===== src/rtl/neander_mem_sequencer.sv =====
// neander_mem_sequencer
//   Owns the single program/data RAM and arbitrates it between the host
//   loader port and the Neander CPU. While the CPU is halted the host can
//   burst-write (LOAD) or burst-read (READ) the RAM. RUN hands the RAM to the
//   CPU exclusively. HALT takes it back.
//
//   state    | meaning
//   ---------+-----------------------------------------------------------
//   IDLE     | CPU halted, waiting for a host command
//   LOAD     | accepting host write beats, one RAM write per beat
//   RD_FETCH | reading RAM at ptr into the host_rdata holding register
//   RD_WAIT  | holding host_rdata valid until the host takes it
//   RUN      | CPU owns the RAM; only HALT is accepted from the host
//
// Ports
//   clk, reset               system clock, async active-low reset
//   host_cmd_*               command channel (cmd, burst addr, len 0 = full RAM)
//   host_wdata_*             LOAD data channel
//   host_rdata_*             READ data channel
//   busy, done               burst in progress / one-cycle completion pulse
//   cpu_run                  CPU enable (CPU held in reset while low)
//   cpu_mem_*                CPU memory port
//   ram_*                    RAM port (sync write, async read)
module neander_mem_sequencer #(
  parameter int ADDR_W    = 8,
  parameter int DATA_W    = 8,
  parameter bit RESET_RUN = 1'b0
) (
  input  logic              clk,
  input  logic              reset,
  input  logic              host_cmd_valid,
  output logic              host_cmd_ready,
  input  logic [1:0]        host_cmd,
  input  logic [ADDR_W-1:0] host_addr,
  input  logic [ADDR_W-1:0] host_len,
  input  logic              host_wdata_valid,
  output logic              host_wdata_ready,
  input  logic [DATA_W-1:0] host_wdata,
  output logic              host_rdata_valid,
  input  logic              host_rdata_ready,
  output logic [DATA_W-1:0] host_rdata,
  output logic              busy,
  output logic              done,
  output logic              cpu_run,
  input  logic [ADDR_W-1:0] cpu_mem_addr,
  input  logic [DATA_W-1:0] cpu_mem_wdata,
  input  logic              cpu_mem_write,
  output logic [DATA_W-1:0] cpu_mem_rdata,
  output logic [ADDR_W-1:0] ram_addr,
  output logic [DATA_W-1:0] ram_wdata,
  output logic              ram_we,
  input  logic [DATA_W-1:0] ram_rdata
);

  localparam int CNT_W = ADDR_W + 1;
  localparam logic [1:0] CMD_LOAD = 2'b00;
  localparam logic [1:0] CMD_READ = 2'b01;
  localparam logic [1:0] CMD_RUN  = 2'b10;
  localparam logic [1:0] CMD_HALT = 2'b11;
  // A length field of zero encodes a full-RAM burst, hence the extra count bit.
  localparam logic [CNT_W-1:0] BURST_MAX = {1'b1, {ADDR_W{1'b0}}};

  typedef enum logic [2:0] {
    S_IDLE,
    S_LOAD,
    S_RD_FETCH,
    S_RD_WAIT,
    S_RUN
  } state_t;

  localparam state_t RST_STATE = RESET_RUN ? S_RUN : S_IDLE;

  state_t            state_q, state_d;
  logic [ADDR_W-1:0] ptr_q, ptr_d;
  logic [CNT_W-1:0]  cnt_q, cnt_d;
  logic [DATA_W-1:0] rdata_q, rdata_d;
  logic              rvalid_q, rvalid_d;
  logic              done_q, done_d;
  logic              run_q, run_d;
  logic [CNT_W-1:0]  burst_len;
  logic              last_beat;

  assign burst_len = (host_len == '0) ? BURST_MAX : {1'b0, host_len};
  assign last_beat = (cnt_q == CNT_W'(1));

  always_ff @(posedge clk or negedge reset) begin
    if (!reset) begin
      state_q  <= RST_STATE;
      ptr_q    <= '0;
      cnt_q    <= '0;
      rdata_q  <= '0;
      rvalid_q <= 1'b0;
      done_q   <= 1'b0;
      run_q    <= RESET_RUN;
    end else begin
      state_q  <= state_d;
      ptr_q    <= ptr_d;
      cnt_q    <= cnt_d;
      rdata_q  <= rdata_d;
      rvalid_q <= rvalid_d;
      done_q   <= done_d;
      run_q    <= run_d;
    end
  end

  always_comb begin
    state_d          = state_q;
    ptr_d            = ptr_q;
    cnt_d            = cnt_q;
    rdata_d          = rdata_q;
    rvalid_d         = rvalid_q;
    done_d           = 1'b0;
    run_d            = run_q;
    host_cmd_ready   = 1'b0;
    host_wdata_ready = 1'b0;
    ram_addr         = ptr_q;
    ram_wdata        = host_wdata;
    ram_we           = 1'b0;

    case (state_q)
      S_IDLE: begin
        host_cmd_ready = 1'b1;
        if (host_cmd_valid) begin
          case (host_cmd)
            CMD_LOAD: begin
              ptr_d   = host_addr;
              cnt_d   = burst_len;
              state_d = S_LOAD;
            end
            CMD_READ: begin
              ptr_d   = host_addr;
              cnt_d   = burst_len;
              state_d = S_RD_FETCH;
            end
            CMD_RUN: begin
              run_d   = 1'b1;
              state_d = S_RUN;
            end
            default: ;  // HALT while already halted is a no-op
          endcase
        end
      end

      S_LOAD: begin
        host_wdata_ready = 1'b1;
        if (host_wdata_valid) begin
          ram_we = 1'b1;
          ptr_d  = ptr_q + ADDR_W'(1);
          cnt_d  = cnt_q - CNT_W'(1);
          if (last_beat) begin
            done_d  = 1'b1;
            state_d = S_IDLE;
          end
        end
      end

      S_RD_FETCH: begin
        rdata_d  = ram_rdata;
        rvalid_d = 1'b1;
        state_d  = S_RD_WAIT;
      end

      S_RD_WAIT: begin
        if (host_rdata_ready) begin
          rvalid_d = 1'b0;
          cnt_d    = cnt_q - CNT_W'(1);
          if (last_beat) begin
            done_d  = 1'b1;
            state_d = S_IDLE;
          end else begin
            ptr_d   = ptr_q + ADDR_W'(1);
            state_d = S_RD_FETCH;
          end
        end
      end

      S_RUN: begin
        ram_addr       = cpu_mem_addr;
        ram_wdata      = cpu_mem_wdata;
        ram_we         = cpu_mem_write;
        // Only HALT is acknowledged; anything else waits for the CPU to stop.
        host_cmd_ready = host_cmd_valid && (host_cmd == CMD_HALT);
        if (host_cmd_ready) begin
          run_d   = 1'b0;
          state_d = S_IDLE;
        end
      end

      default: state_d = S_IDLE;
    endcase
  end

  assign busy             = (state_q == S_LOAD) || (state_q == S_RD_FETCH) ||
                            (state_q == S_RD_WAIT);
  assign done             = done_q;
  assign cpu_run          = run_q;
  assign host_rdata       = rdata_q;
  assign host_rdata_valid = rvalid_q;
  assign cpu_mem_rdata    = ram_rdata;

endmodule


===== config.mk =====
export PLATFORM = sky130hd
export DESIGN_NAME = neander_mem_sequencer
export DESIGN_NICKNAME = d
export VERILOG_FILES = /design/src/rtl/neander_mem_sequencer.sv
export SDC_FILE = /design/constraint.sdc
export NUM_CORES = 1
export LEC_CHECK = 0
export CORE_ASPECT_RATIO = 0.75
export CORE_MARGIN = 10
export CORE_UTILIZATION = 42
export DETAILED_ROUTE_END_ITERATION = 6
export GPL_TIMING_DRIVEN = 0
export MAX_ROUTING_LAYER = met4
export PLACE_DENSITY_LB_ADDON = 0.25
export SLEW_MARGIN = 20
export SYNTH_ARGS = -nofsm -noshare
export SYNTH_HDL_FRONTEND = slang
export SYNTH_SLANG_ARGS = --single-unit

===== constraint.sdc =====
create_clock -name clk -period 2.5 [get_ports clk]
set_clock_uncertainty 0.2 [all_clocks]
set_input_delay 0.375 -clock clk [delete_from_list [all_inputs] [get_ports clk]]
set_output_delay 0.375 -clock clk [all_outputs]
set_load 0.05 [all_outputs]

==> results.md <==
* Run status: completed
* Final worst-path cycle share at 96.77%
* Core box area at 4872 sq um
* Worst Setup Path Type: reg -> out
* TritonCTS clock tree: yes
* Post-detailed-route count of antenna-violating nets at 0
* Clk buf depth at 2
* Vias in the first global route at 2046
* Library cell with the largest summed area after synthesis: sky130_fd_sc_hd__dfrtp_1
* Standard-cell row count at 22
* Largest net degree at the start of global routing at 32
* Filler cell count at 439
* Number of search-and-repair iterations in the first detailed-routing pass at 5
* Number of nets produced by synthesis at 288
* Layout Nets at 390
* Clock latency of the later-clocked register in the worst-skew pair at 0.28 ns
* Class of the worst hold path: reg -> reg
* Worst Setup End Kind: primary output
* Total power density per cell area at 891.3 nW/um^2
* RSZ-0062 raised after global routing: false
* CTS Root Buffer Type: sky130_fd_sc_hd__clkbuf_8
* Count of final max-slew check failures at 0
* Total routing resource utilization after global routing at 15.80%
* Number of buffers created by CTS at 5
* Arrival time reported for the critical path endpoint at 1.84 ns
* Diode insertion count for antenna repair at 0
* Sequential area share after synthesis at 36.75%
* Synth-to-Final Area Change at 50.50%
* Final design area excluding fillers at 3177 sq um
* Maximum clock frequency at 413.4 MHz
* Count of buffers from port buffering at 93
* CTS H-tree lvls at 2
* IO Pins at 95
* Final wirelength at 6343 um
* Per-cell via count in the routed design at 5.484
* Fraction of registers with async set or reset after synthesis at 100.0%
* Global-route wire length before repair at 10270 um
* Via count at 2117
* Weighted congestion reported at the end of routability-driven placement at 0.8946
* Count of distinct cell types in the synthesized netlist at 48
* DRC violations left at 0
* Effective utilization at floorplan at 43.32%
* Area enclosed by the die boundary at 8291 sq um
* Die outline width at 101.9 um
* GR Overflow Total at 0
* Die Span Y at 81.40 um
* 1st-iter DRT viols at 148
* Count of yosys warnings during synthesis at 0
* Total of flip-flops plus latches after synthesis at 31
* Required time of the critical path at 1.92 ns
* Top fanout value on the critical path at 10
* Worst setup SP type: flop
* Top area cells in the synthesized netlist: sky130_fd_sc_hd__dfrtp_1, sky130_fd_sc_hd__mux2_2, sky130_fd_sc_hd__ha_1
* Leakage dissipation at 0.001357 uW
* Clock edge transition at the registers on the reported setup and hold paths at 0.06 ns
* Relative slew slack at 54.33%
* Share of the synthesized area in the top cell type at 36.75%
* Detailed placer's ending HPWL at 5136 um
* Number of enable flip-flop cells after synthesis at 0
* Post-Synthesis Cells at 225
* Average size of a mapped cell at 9.381 sq um
* Final Hold Vio Count at 0
* Share of cells above drive strength 1 at 23.62%
* Max VDD drop at 702.6 uV
* Ys flop type: sky130_fd_sc_hd__dfrtp_1
* Transition at the pin with the smallest max-transition slack at 0.6850 ns
* Tmin final at 2.419 ns
* Final hold slack at 0.3040 ns
* Initial antenna violation count at 0
* Count of endpoints failing setup in the final report at 0
* Post-place instance area at 3112 sq um
* Max Cap Violations at 0
* Netlist Area Pre-Place at 2111 sq um
* Post-DR wirelength/cell at 16.43 um
* TritonCTS sink count at 31
-- synthesized netlist by cell type, types with 5 or more instances --
master / number
sky130_fd_sc_hd__ha_1: 7
sky130_fd_sc_hd__dfrtp_1: 31
sky130_fd_sc_hd__nor2_1: 14
sky130_fd_sc_hd__a21oi_1: 16
sky130_fd_sc_hd__clkbuf_1: 5
sky130_fd_sc_hd__nand3_1: 10
sky130_fd_sc_hd__o21ai_0: 15
sky130_fd_sc_hd__buf_4: 11
sky130_fd_sc_hd__mux2_2: 24
sky130_fd_sc_hd__inv_1: 6
sky130_fd_sc_hd__a31oi_1: 9
sky130_fd_sc_hd__nand2_1: 16
-- stage by stage --
stage | cells | TNS [ns] | power (uW) | setup WS (ns) | util (%)
6_report | 386 | 0 | 2831 | 0.08082 | 65.20
3_3_place_gp | 378 | -7.025 | 2485 | -0.4878 | 63.97
5_1_grt | 386 | 0 | 3021 | 0.0007141 | 65.20
4_1_cts | 386 | 0 | 2843 | 0.0004743 | 64.92
2_1_floorplan | 225 | 0 | 1957 | 0.07975 | -
3_5_place_dp | 378 | -7.250 | 2519 | -0.5167 | 63.87
-- what timing repair did --
action                                  in CTS  in global routing
gates resized for setup                     74                 23
endpoints found under the hold margin       31                  0
endpoints found under the setup margin      20                 15
pin swaps                                    1                  0
setup buffers                                1                  0
hold buffers                                 1                  0
-- layout by cell type, fill, tap and decap left out, types with 9 or more instances in the layout --
cell	n
sky130_fd_sc_hd__clkdlybuf4s50_1	72
sky130_fd_sc_hd__dfrtp_1	31
sky130_fd_sc_hd__mux2_2	24
sky130_fd_sc_hd__buf_4	19
sky130_fd_sc_hd__nand2_1	16
sky130_fd_sc_hd__a21oi_1	16
sky130_fd_sc_hd__o21ai_0	15
sky130_fd_sc_hd__nor2_1	13
sky130_fd_sc_hd__nand3_1	10
sky130_fd_sc_hd__a31oi_1	9
-- per-layer routing --
metal / share of wire, % / vias up / GRT usage, %
met2: 48 / 78 / 24.66
met1: 44 / 1004 / 19.94
met5: 0 / - / -
li1: - / 1028 / -
met3: 6.8 / 7 / 4.156
met4: 0.84 / 0 / 4.073
-- flip-flops by register name, indices dropped and copies added (netlist names) --
register          count
done                  1
host_rdata_valid      1
cpu_run               1
cnt_q                 9
host_rdata            8
state_q               3
ptr_q                 8
-- final timing paths --
kind / slack, ns / depth (start not counted) / from / end
min: 0.30 / 1 / host_rdata[5] / host_rdata[5]
max: 0.08 / 7 / state_q[1] / ram_addr[0]
min reg2reg: 0.30 / 1 / host_rdata[5] / host_rdata[5]
max in group asynchronous: 1.18 / 2 / reset / state_q[2]
min in group asynchronous: 0.48 / 2 / reset / host_rdata[6]
max reg2reg: 0.31 / 7 / cnt_q[1] / ptr_q[0]
-- kinds of logic after synthesis --
| kind of cell | after synthesis | synth area share (%) |
|---|---|---|
| simple gates | 71 | 18.67 |
| mux | 25 | 13.51 |
| buf+inv | 28 | 7.884 |
| fa+ha+maj | 7 | 4.149 |
| flops | 31 | 36.75 |
| compound gates | 63 | 19.03 |
-- layout make-up --
class / instances / area, sq um / share of cell area (%)
clock buffers: 6 / 72.57 / 2.284
multi-input cells: 166 / 1184 / 37.26
plain buffers: 22 / 156.4 / 4.923
well taps: 60 / 75.07 / 2.363
repair buffers: 95 / 890.9 / 28.04
flip-flops and latches: 31 / 775.7 / 24.42
inverters: 6 / 22.52 / 0.7089
-- power by group --
group | total, uW | switching, uW | internal, uW
registers | 915 | 218 | 698
clock network | 353 | 168 | 185
logic | 1560 | 953 | 610
total | 2830 | 1340 | 1490
-- worst max-delay path: stages (launching register included) --
cell and delay, ns:
sky130_fd_sc_hd__dfrtp_1 0.37, sky130_fd_sc_hd__buf_6 0.14, sky130_fd_sc_hd__nor2_4 0.08, sky130_fd_sc_hd__and2_1 0.12, sky130_fd_sc_hd__buf_4 0.16, sky130_fd_sc_hd__buf_8 0.15
sky130_fd_sc_hd__mux2_2 0.33, sky130_fd_sc_hd__buf_2 0.21
No activity file was read; power rests on OpenSTA's default activity.
